$ cat src/rtl/fifo_pkg.sv
// -----------------------------------------------------------------------------
// fifo_pkg
// Shared definitions for the dual-port-RAM FIFO controller:
//   - fifo_state_e : occupancy FSM encoding (S_EMPTY / S_NORMAL / S_FULL)
//   - DEF_*        : default geometry and almost-full / almost-empty thresholds
// -----------------------------------------------------------------------------
package fifo_pkg;

    typedef enum logic [1:0] {
        S_EMPTY  = 2'd0,
        S_NORMAL = 2'd1,
        S_FULL   = 2'd2
    } fifo_state_e;

    localparam int DEF_DATA_W    = 8;
    localparam int DEF_ADDR_W    = 6;
    localparam int DEF_AF_THRESH = 56;
    localparam int DEF_AE_THRESH = 8;

endpackage : fifo_pkg

$ cat src/rtl/fifo_flags.sv
// -----------------------------------------------------------------------------
// fifo_flags
// Threshold comparators for the FIFO occupancy count.
// Ports:
//   count_i        in  CNT_W  current occupancy
//   almost_full_o  out 1      count_i >= AF_THRESH
//   almost_empty_o out 1      count_i <= AE_THRESH
// Pure combinational decode of the registered count, so the flags carry the
// same timing as count itself.
// -----------------------------------------------------------------------------
module fifo_flags
    import fifo_pkg::*;
#(
    parameter int CNT_W     = DEF_ADDR_W + 1,
    parameter int AF_THRESH = DEF_AF_THRESH,
    parameter int AE_THRESH = DEF_AE_THRESH
) (
    input  logic [CNT_W-1:0] count_i,
    output logic             almost_full_o,
    output logic             almost_empty_o
);

    // Thresholds sized to the count so the compare is unsigned and width-exact.
    localparam logic [CNT_W-1:0] AF_LIM = CNT_W'(AF_THRESH);
    localparam logic [CNT_W-1:0] AE_LIM = CNT_W'(AE_THRESH);

    assign almost_full_o  = (count_i >= AF_LIM);
    assign almost_empty_o = (count_i <= AE_LIM);

endmodule : fifo_flags

$ cat src/rtl/fifo_dpram_ctrl.sv
// -----------------------------------------------------------------------------
// fifo_dpram_ctrl
// Synchronous FIFO controller driving an external simple dual-port RAM
// (port A write, port B one-cycle synchronous read).
// Ports:
//   clk, reset_L                     clock (rising edge), async active-low reset
//   push, data_in                    producer write request / data
//   pop                              consumer read request
//   data_out, valid_out              read data; valid_out pulses one cycle,
//                                    two cycles after the cycle pop was accepted
//   full, empty                      registered FSM flags
//   almost_full, almost_empty        count >= AF_THRESH / count <= AE_THRESH
//   count                            occupancy 0..2**ADDR_W
//   mem_we_a, mem_addr_a, mem_data_a RAM write port (combinational from push)
//   mem_we_b, mem_addr_b, mem_q_b    RAM read port (mem_we_b tied low)
// Build option:
//   FIFO_ERR_FLAGS_EN adds sticky outputs overflow / underflow, set by a
//   rejected push / pop and cleared only by reset_L.
// -----------------------------------------------------------------------------
module fifo_dpram_ctrl
    import fifo_pkg::*;
#(
    parameter int DATA_W    = DEF_DATA_W,
    parameter int ADDR_W    = DEF_ADDR_W,
    parameter int AF_THRESH = DEF_AF_THRESH,
    parameter int AE_THRESH = DEF_AE_THRESH
) (
    input  logic              clk,
    input  logic              reset_L,
    input  logic              push,
    input  logic [DATA_W-1:0] data_in,
    input  logic              pop,
    output logic [DATA_W-1:0] data_out,
    output logic              valid_out,
    output logic              full,
    output logic              empty,
    output logic              almost_full,
    output logic              almost_empty,
    output logic [ADDR_W:0]   count,
`ifdef FIFO_ERR_FLAGS_EN
    output logic              overflow,
    output logic              underflow,
`endif
    output logic              mem_we_a,
    output logic [ADDR_W-1:0] mem_addr_a,
    output logic [DATA_W-1:0] mem_data_a,
    output logic              mem_we_b,
    output logic [ADDR_W-1:0] mem_addr_b,
    input  logic [DATA_W-1:0] mem_q_b
);

    localparam logic [ADDR_W:0]   DEPTH_CNT = (ADDR_W + 1)'(2 ** ADDR_W);
    localparam logic [ADDR_W:0]   CNT_ONE   = (ADDR_W + 1)'(1);
    localparam logic [ADDR_W-1:0] PTR_ONE   = ADDR_W'(1);

    fifo_state_e       state_q, state_d;
    logic [ADDR_W-1:0] wr_ptr_q, wr_ptr_d;
    logic [ADDR_W-1:0] rd_ptr_q, rd_ptr_d;
    logic [ADDR_W:0]   count_q, count_d;
    logic              empty_q, full_q;
    logic              rd_pend_q;          // RAM read issued last edge
    logic              valid_q;
    logic [DATA_W-1:0] data_q;
    logic              push_ok, pop_ok;

    // Pop never falls through an empty FIFO; push into a full FIFO is
    // accepted only when a pop frees the slot in the same cycle.
    assign pop_ok  = pop && !empty_q;
    assign push_ok = push && (!full_q || pop_ok);

    assign mem_we_a   = push_ok;
    assign mem_addr_a = wr_ptr_q;
    assign mem_data_a = data_in;
    assign mem_we_b   = 1'b0;
    assign mem_addr_b = rd_ptr_q;

    // NOTE: every always_comb output gets a default first so no path leaves
    // a signal unassigned, which would otherwise infer a latch.
    always_comb begin
        wr_ptr_d = wr_ptr_q;
        rd_ptr_d = rd_ptr_q;
        count_d  = count_q;
        state_d  = state_q;

        // Pointers wrap naturally at 2**ADDR_W.
        if (push_ok) wr_ptr_d = wr_ptr_q + PTR_ONE;
        if (pop_ok)  rd_ptr_d = rd_ptr_q + PTR_ONE;

        if (push_ok && !pop_ok)      count_d = count_q + CNT_ONE;
        else if (pop_ok && !push_ok) count_d = count_q - CNT_ONE;

        case (state_q)
            S_EMPTY:  if (push_ok) state_d = S_NORMAL;
            S_NORMAL: begin
                if (count_d == DEPTH_CNT) state_d = S_FULL;
                else if (count_d == '0)   state_d = S_EMPTY;
            end
            S_FULL:   if (pop_ok && !push_ok) state_d = S_NORMAL;
            default:  state_d = S_EMPTY;
        endcase
    end

    // NOTE: sequential state uses non-blocking assignments so every register
    // samples pre-edge values regardless of statement order.
    always_ff @(posedge clk or negedge reset_L) begin
        if (!reset_L) begin
            state_q   <= S_EMPTY;
            wr_ptr_q  <= '0;
            rd_ptr_q  <= '0;
            count_q   <= '0;
            empty_q   <= 1'b1;
            full_q    <= 1'b0;
            rd_pend_q <= 1'b0;
            valid_q   <= 1'b0;
            data_q    <= '0;
        end else begin
            state_q   <= state_d;
            wr_ptr_q  <= wr_ptr_d;
            rd_ptr_q  <= rd_ptr_d;
            count_q   <= count_d;
            empty_q   <= (state_d == S_EMPTY);
            full_q    <= (state_d == S_FULL);
            // Stage 1: RAM latches mem_addr_b; stage 2: capture mem_q_b.
            rd_pend_q <= pop_ok;
            valid_q   <= rd_pend_q;
            if (rd_pend_q) data_q <= mem_q_b;
        end
    end

`ifdef FIFO_ERR_FLAGS_EN
    logic overflow_q, underflow_q;

    always_ff @(posedge clk or negedge reset_L) begin
        if (!reset_L) begin
            overflow_q  <= 1'b0;
            underflow_q <= 1'b0;
        end else begin
            if (push && !push_ok) overflow_q  <= 1'b1;
            if (pop && !pop_ok)   underflow_q <= 1'b1;
        end
    end

    assign overflow  = overflow_q;
    assign underflow = underflow_q;
`endif

    fifo_flags #(
        .CNT_W     (ADDR_W + 1),
        .AF_THRESH (AF_THRESH),
        .AE_THRESH (AE_THRESH)
    ) u_flags (
        .count_i        (count_q),
        .almost_full_o  (almost_full),
        .almost_empty_o (almost_empty)
    );

    assign count     = count_q;
    assign full      = full_q;
    assign empty     = empty_q;
    assign valid_out = valid_q;
    assign data_out  = data_q;

endmodule : fifo_dpram_ctrl
$ cat config.mk
export PLATFORM = sky130hd
export DESIGN_NAME = fifo_dpram_ctrl
export DESIGN_NICKNAME = d
export VERILOG_FILES = /design/src/rtl/fifo_pkg.sv /design/src/rtl/fifo_flags.sv /design/src/rtl/fifo_dpram_ctrl.sv
export SDC_FILE = /design/constraint.sdc
export NUM_CORES = 1
export LEC_CHECK = 0
export CORE_UTILIZATION = 44
export CTS_CLUSTER_SIZE = 10
export DETAILED_ROUTE_END_ITERATION = 8
export HOLD_SLACK_MARGIN = 0.05
export MAX_ROUTING_LAYER = met4
export PLACE_DENSITY_LB_ADDON = 0.2
export SLEW_MARGIN = 20
export SYNTH_ARGS = -nofsm -noshare
export SYNTH_HDL_FRONTEND = slang
export SYNTH_SLANG_ARGS = --single-unit
$ cat constraint.sdc
create_clock -name clk -period 2.35 [get_ports clk]
set_input_delay 0.47 -clock clk [delete_from_list [all_inputs] [get_ports clk]]
set_output_delay 0.47 -clock clk [all_outputs]
set_load 0.02 [all_outputs]
==> impl_metrics.py <==
metrics = {
    "status": {
        "status": "complete, no violations",
    },
    "cts": {
        "post-cts-setup-buffer-count": 0,
        "clk_latency_ns": 0.27,
        "hold_buffers": 0,
        "clk_path_buf_depth": 2,
        "cts_tree": "done",
        "numCtsBuffers": 5,
        "clock-sinks": 33,
        "cts-resized-gates": 2,
        "htreeDepth": 2,
        "cts_root_buffer": "clkbuf_8",
        "cts.clk_slew.worst_paths_ns": 0.07,
    },
    "run": {
        "max_cap_viol_count": 0,
    },
    "finish": {
        "fillers": 276,
        "final_nets": 214,
        "ff_latch_area_um2": 827,
        "drive_gt1_frac": 0.211,
        "diodes": 0,
        "syn2layout_area_growth_pct": 36.4,
        "multiInputGateArea_um2": 727,
        "post-route-cell-area_mm2": 0.00227,
    },
    "critical_path": {
        "worstSetupPathType": "reg2out",
        "worstPathMaxFanout": 8,
        "crit_chain": "and2_1, a21o_1, clkdlybuf4s50_1",
        "critPathLaunchType": "flip-flop",
        "required_ns": 1.88,
        "slowest_stage": "clkdlybuf4s50_1",
        "path_buf_inv": 1,
        "endpoint_kind": "primary output",
        "critical-path-max-stage-delay_ns": 0.59,
        "cp_top_family": "buffers and inverters",
        "critPathArrivalTime_ns": 1.69,
    },
    "sta": {
        "final-max-slew-violation-count": 0,
        "fin_ws_ns": 0.192,
        "finalSetupViolCount": 0,
        "finClkSkew_ns": 0.00356,
        "final_hold_viol_count": 0,
        "fin_crit_ns": 2.16,
        "rsz0062_at_grt": "false",
        "fmax_mhz": 463,
        "period_share": 0.918,
    },
    "synthesis": {
        "yosys_warnings": 0,
        "syn-instance-count": 139,
        "seq_area_frac_synth": 0.497,
        "ys_async_sr_fraction": 1.00,
        "synth_area_mm2": 0.00166,
        "syn_avg_cell_area_um2": 12.0,
        "synth_top_area_frac": 0.482,
        "synth.area.top_cells": "dfrtp_1, mux2_2, xnor2_1",
        "ys.flop_type": "dfrtp_1",
        "ys_ff_latch": 33,
        "syn_nets": 164,
        "yosysTopAreaCell": "dfrtp_1",
        "synth-edff-count": 0,
        "yosysUniqueCellTypes": 41,
    },
    "power_and_ir_drop": {
        "power_density_mw_per_mm2": 1410,
        "cellLeakagePower_nw": 0.964,
        "switching_share": 0.384,
        "intPower_mw": 1.97,
        "p_sw_mw": 1.23,
        "peakVddDrop_v": 0.000670,
        "p_comb_frac": 0.502,
        "clkPwrFrac": 0.170,
        "seqPwrFrac": 0.328,
    },
    "floorplanning": {
        "die_x_um": 63.5,
        "die_y_um": 63.5,
        "core_area_mm2": 0.00347,
        "row_count": 21,
        "die_area_mm2": 0.00403,
        "start_util": 0.479,
        "num_io_pins": 62,
    },
    "placement": {
        "io_buffers": 44,
        "postPlaceCellArea_mm2": 0.00216,
        "dp_slack_ns": -0.00435,
        "post-dp-hpwl_um": 2400,
        "place.gp.congestion": 0.705,
    },
    "global_routing": {
        "grt.overflow.total": 0,
        "grt_antenna_before_repair": 0,
        "first_global_vias": 1195,
        "grt_max_degree": 34,
        "grt_pass1_wl_um": 5340,
        "grt_use_total": 0.178,
    },
    "worst_hold_path": {
        "min_path_type": "reg2reg",
    },
    "drt": {
        "num_vias": 1193,
        "ant_nets": 0,
        "routed_wl_um": 3180,
        "first_pass_iters": 4,
        "drt_iter0_markers": 34,
        "wl_per_cell_um": 13.5,
        "via_per_inst": 5.06,
        "drc": 0,
    },
}
worst paths after layout:
kind	startpoint	endpoint	slack, ns	cells after the start
min in group asynchronous	reset_L	mem_addr_b[5]	0.60	2
worst max-delay path	count[3]	almost_full	0.19	3
max in group asynchronous	reset_L	empty	1.42	2
worst min register to register	mem_addr_b[5]	mem_addr_b[5]	0.47	1
worst max register to register	empty	state_q[0]	0.37	8
worst min-delay path	mem_addr_b[5]	mem_addr_b[5]	0.47	1
kinds of logic after synthesis:
| kind of cell | synth area share |
|---|---|
| mux | 0.0609 |
| fa+ha+maj | 0.0376 |
| other cells | 0.00226 |
| flops | 0.497 |
| simple gates | 0.178 |
| xor+xnor | 0.0835 |
| compound gates | 0.0737 |
| buf+inv | 0.0662 |
through the flow:
step                utilization  std cells  power, mW  setup TNS (ns)  hold WS (ns)
detailed placement        0.622        228       2.69        -0.00435         0.468
global placement          0.622        228       2.63        -0.00612         0.456
CTS                       0.655        236       3.23               0         0.477
global route              0.654        236       3.39               0         0.493
finish                    0.654        236       3.20               0         0.466
floorplan                     -        139       1.98               0         0.174
state kept, by name, indices dropped and copies added, names as in the netlist:
name / count
data_out: 8
count: 7
mem_addr_a: 6
mem_addr_b: 6
state_q: 2
empty: 1
full: 1
rd_pend_q: 1
valid_out: 1
worst register-to-register path, cell delays in order, from the launching register on:
cell       delay, ns
dfstp_2         0.56
nand2b_1        0.15
buf_4           0.21
clkinv_8        0.07
nor3_4          0.22
a22oi_2         0.12
xnor2_2         0.15
nand4bb_4       0.24
and2_1          0.15
cells in the mapped netlist (2+ instances only):
cell type  instances
ha_1               5
nor3b_2            2
a21o_1             2
o21ai_1            6
nor2_1             7
clkbuf_1           2
and2_1             4
inv_1              2
xor2_1             5
o21ai_0            2
dfrtp_1           32
buf_4              9
nand2b_1           3
nand2_1           10
nand3_1            3
nand4_1            4
mux2_2             9
xnor2_1            9
cell usage in the layout, fill, tap and decap left out, types with 3 or more instances in the layout:
cell | Yosys | layout
mux2_2 | 9 | 9
clkdlybuf4s50_1 | 0 | 42
buf_4 | 9 | 11
xnor2_1 | 9 | 9
o21ai_1 | 6 | 6
xor2_1 | 5 | 5
nand2b_1 | 3 | 3
nand3_1 | 3 | 3
dfrtp_1 | 32 | 32
and2_1 | 4 | 4
nor2_1 | 7 | 7
nand4_1 | 4 | 4
clkbuf_8 | 0 | 6
ha_1 | 5 | 5
nand2_1 | 10 | 10
power by group through the flow:
stage               Combinational, mW  Clock [mW]  Sequential [mW]
global route                     1.72       0.579             1.09
detailed placement               1.63           0             1.06
floorplan                       0.662           0             1.31
CTS                              1.63       0.551             1.05
finish                           1.61       0.543             1.05
global placement                 1.59           0             1.04
layer usage:
layer	GRT usage	vias to the layer above	wire length, um	part of all wire
li1	-	570	-	-
met1	0.202	575	1390	0.44
met2	0.297	38	1550	0.49
met3	0.0598	10	198	0.062
met4	0.0540	0	37	0.012
met5	-	-	0	0
final cells by class:
cell class | count | area share
Timing Repair Buffer | 55 | 0.228
Clock inverter | 1 | 0.0132
Sequential cell | 33 | 0.365
Tap cell | 46 | 0.0254
Clock buffer | 7 | 0.0381
Inverter | 3 | 0.0105
Multi-Input combinational cell | 91 | 0.320
Power figures use the tool's default switching activity.
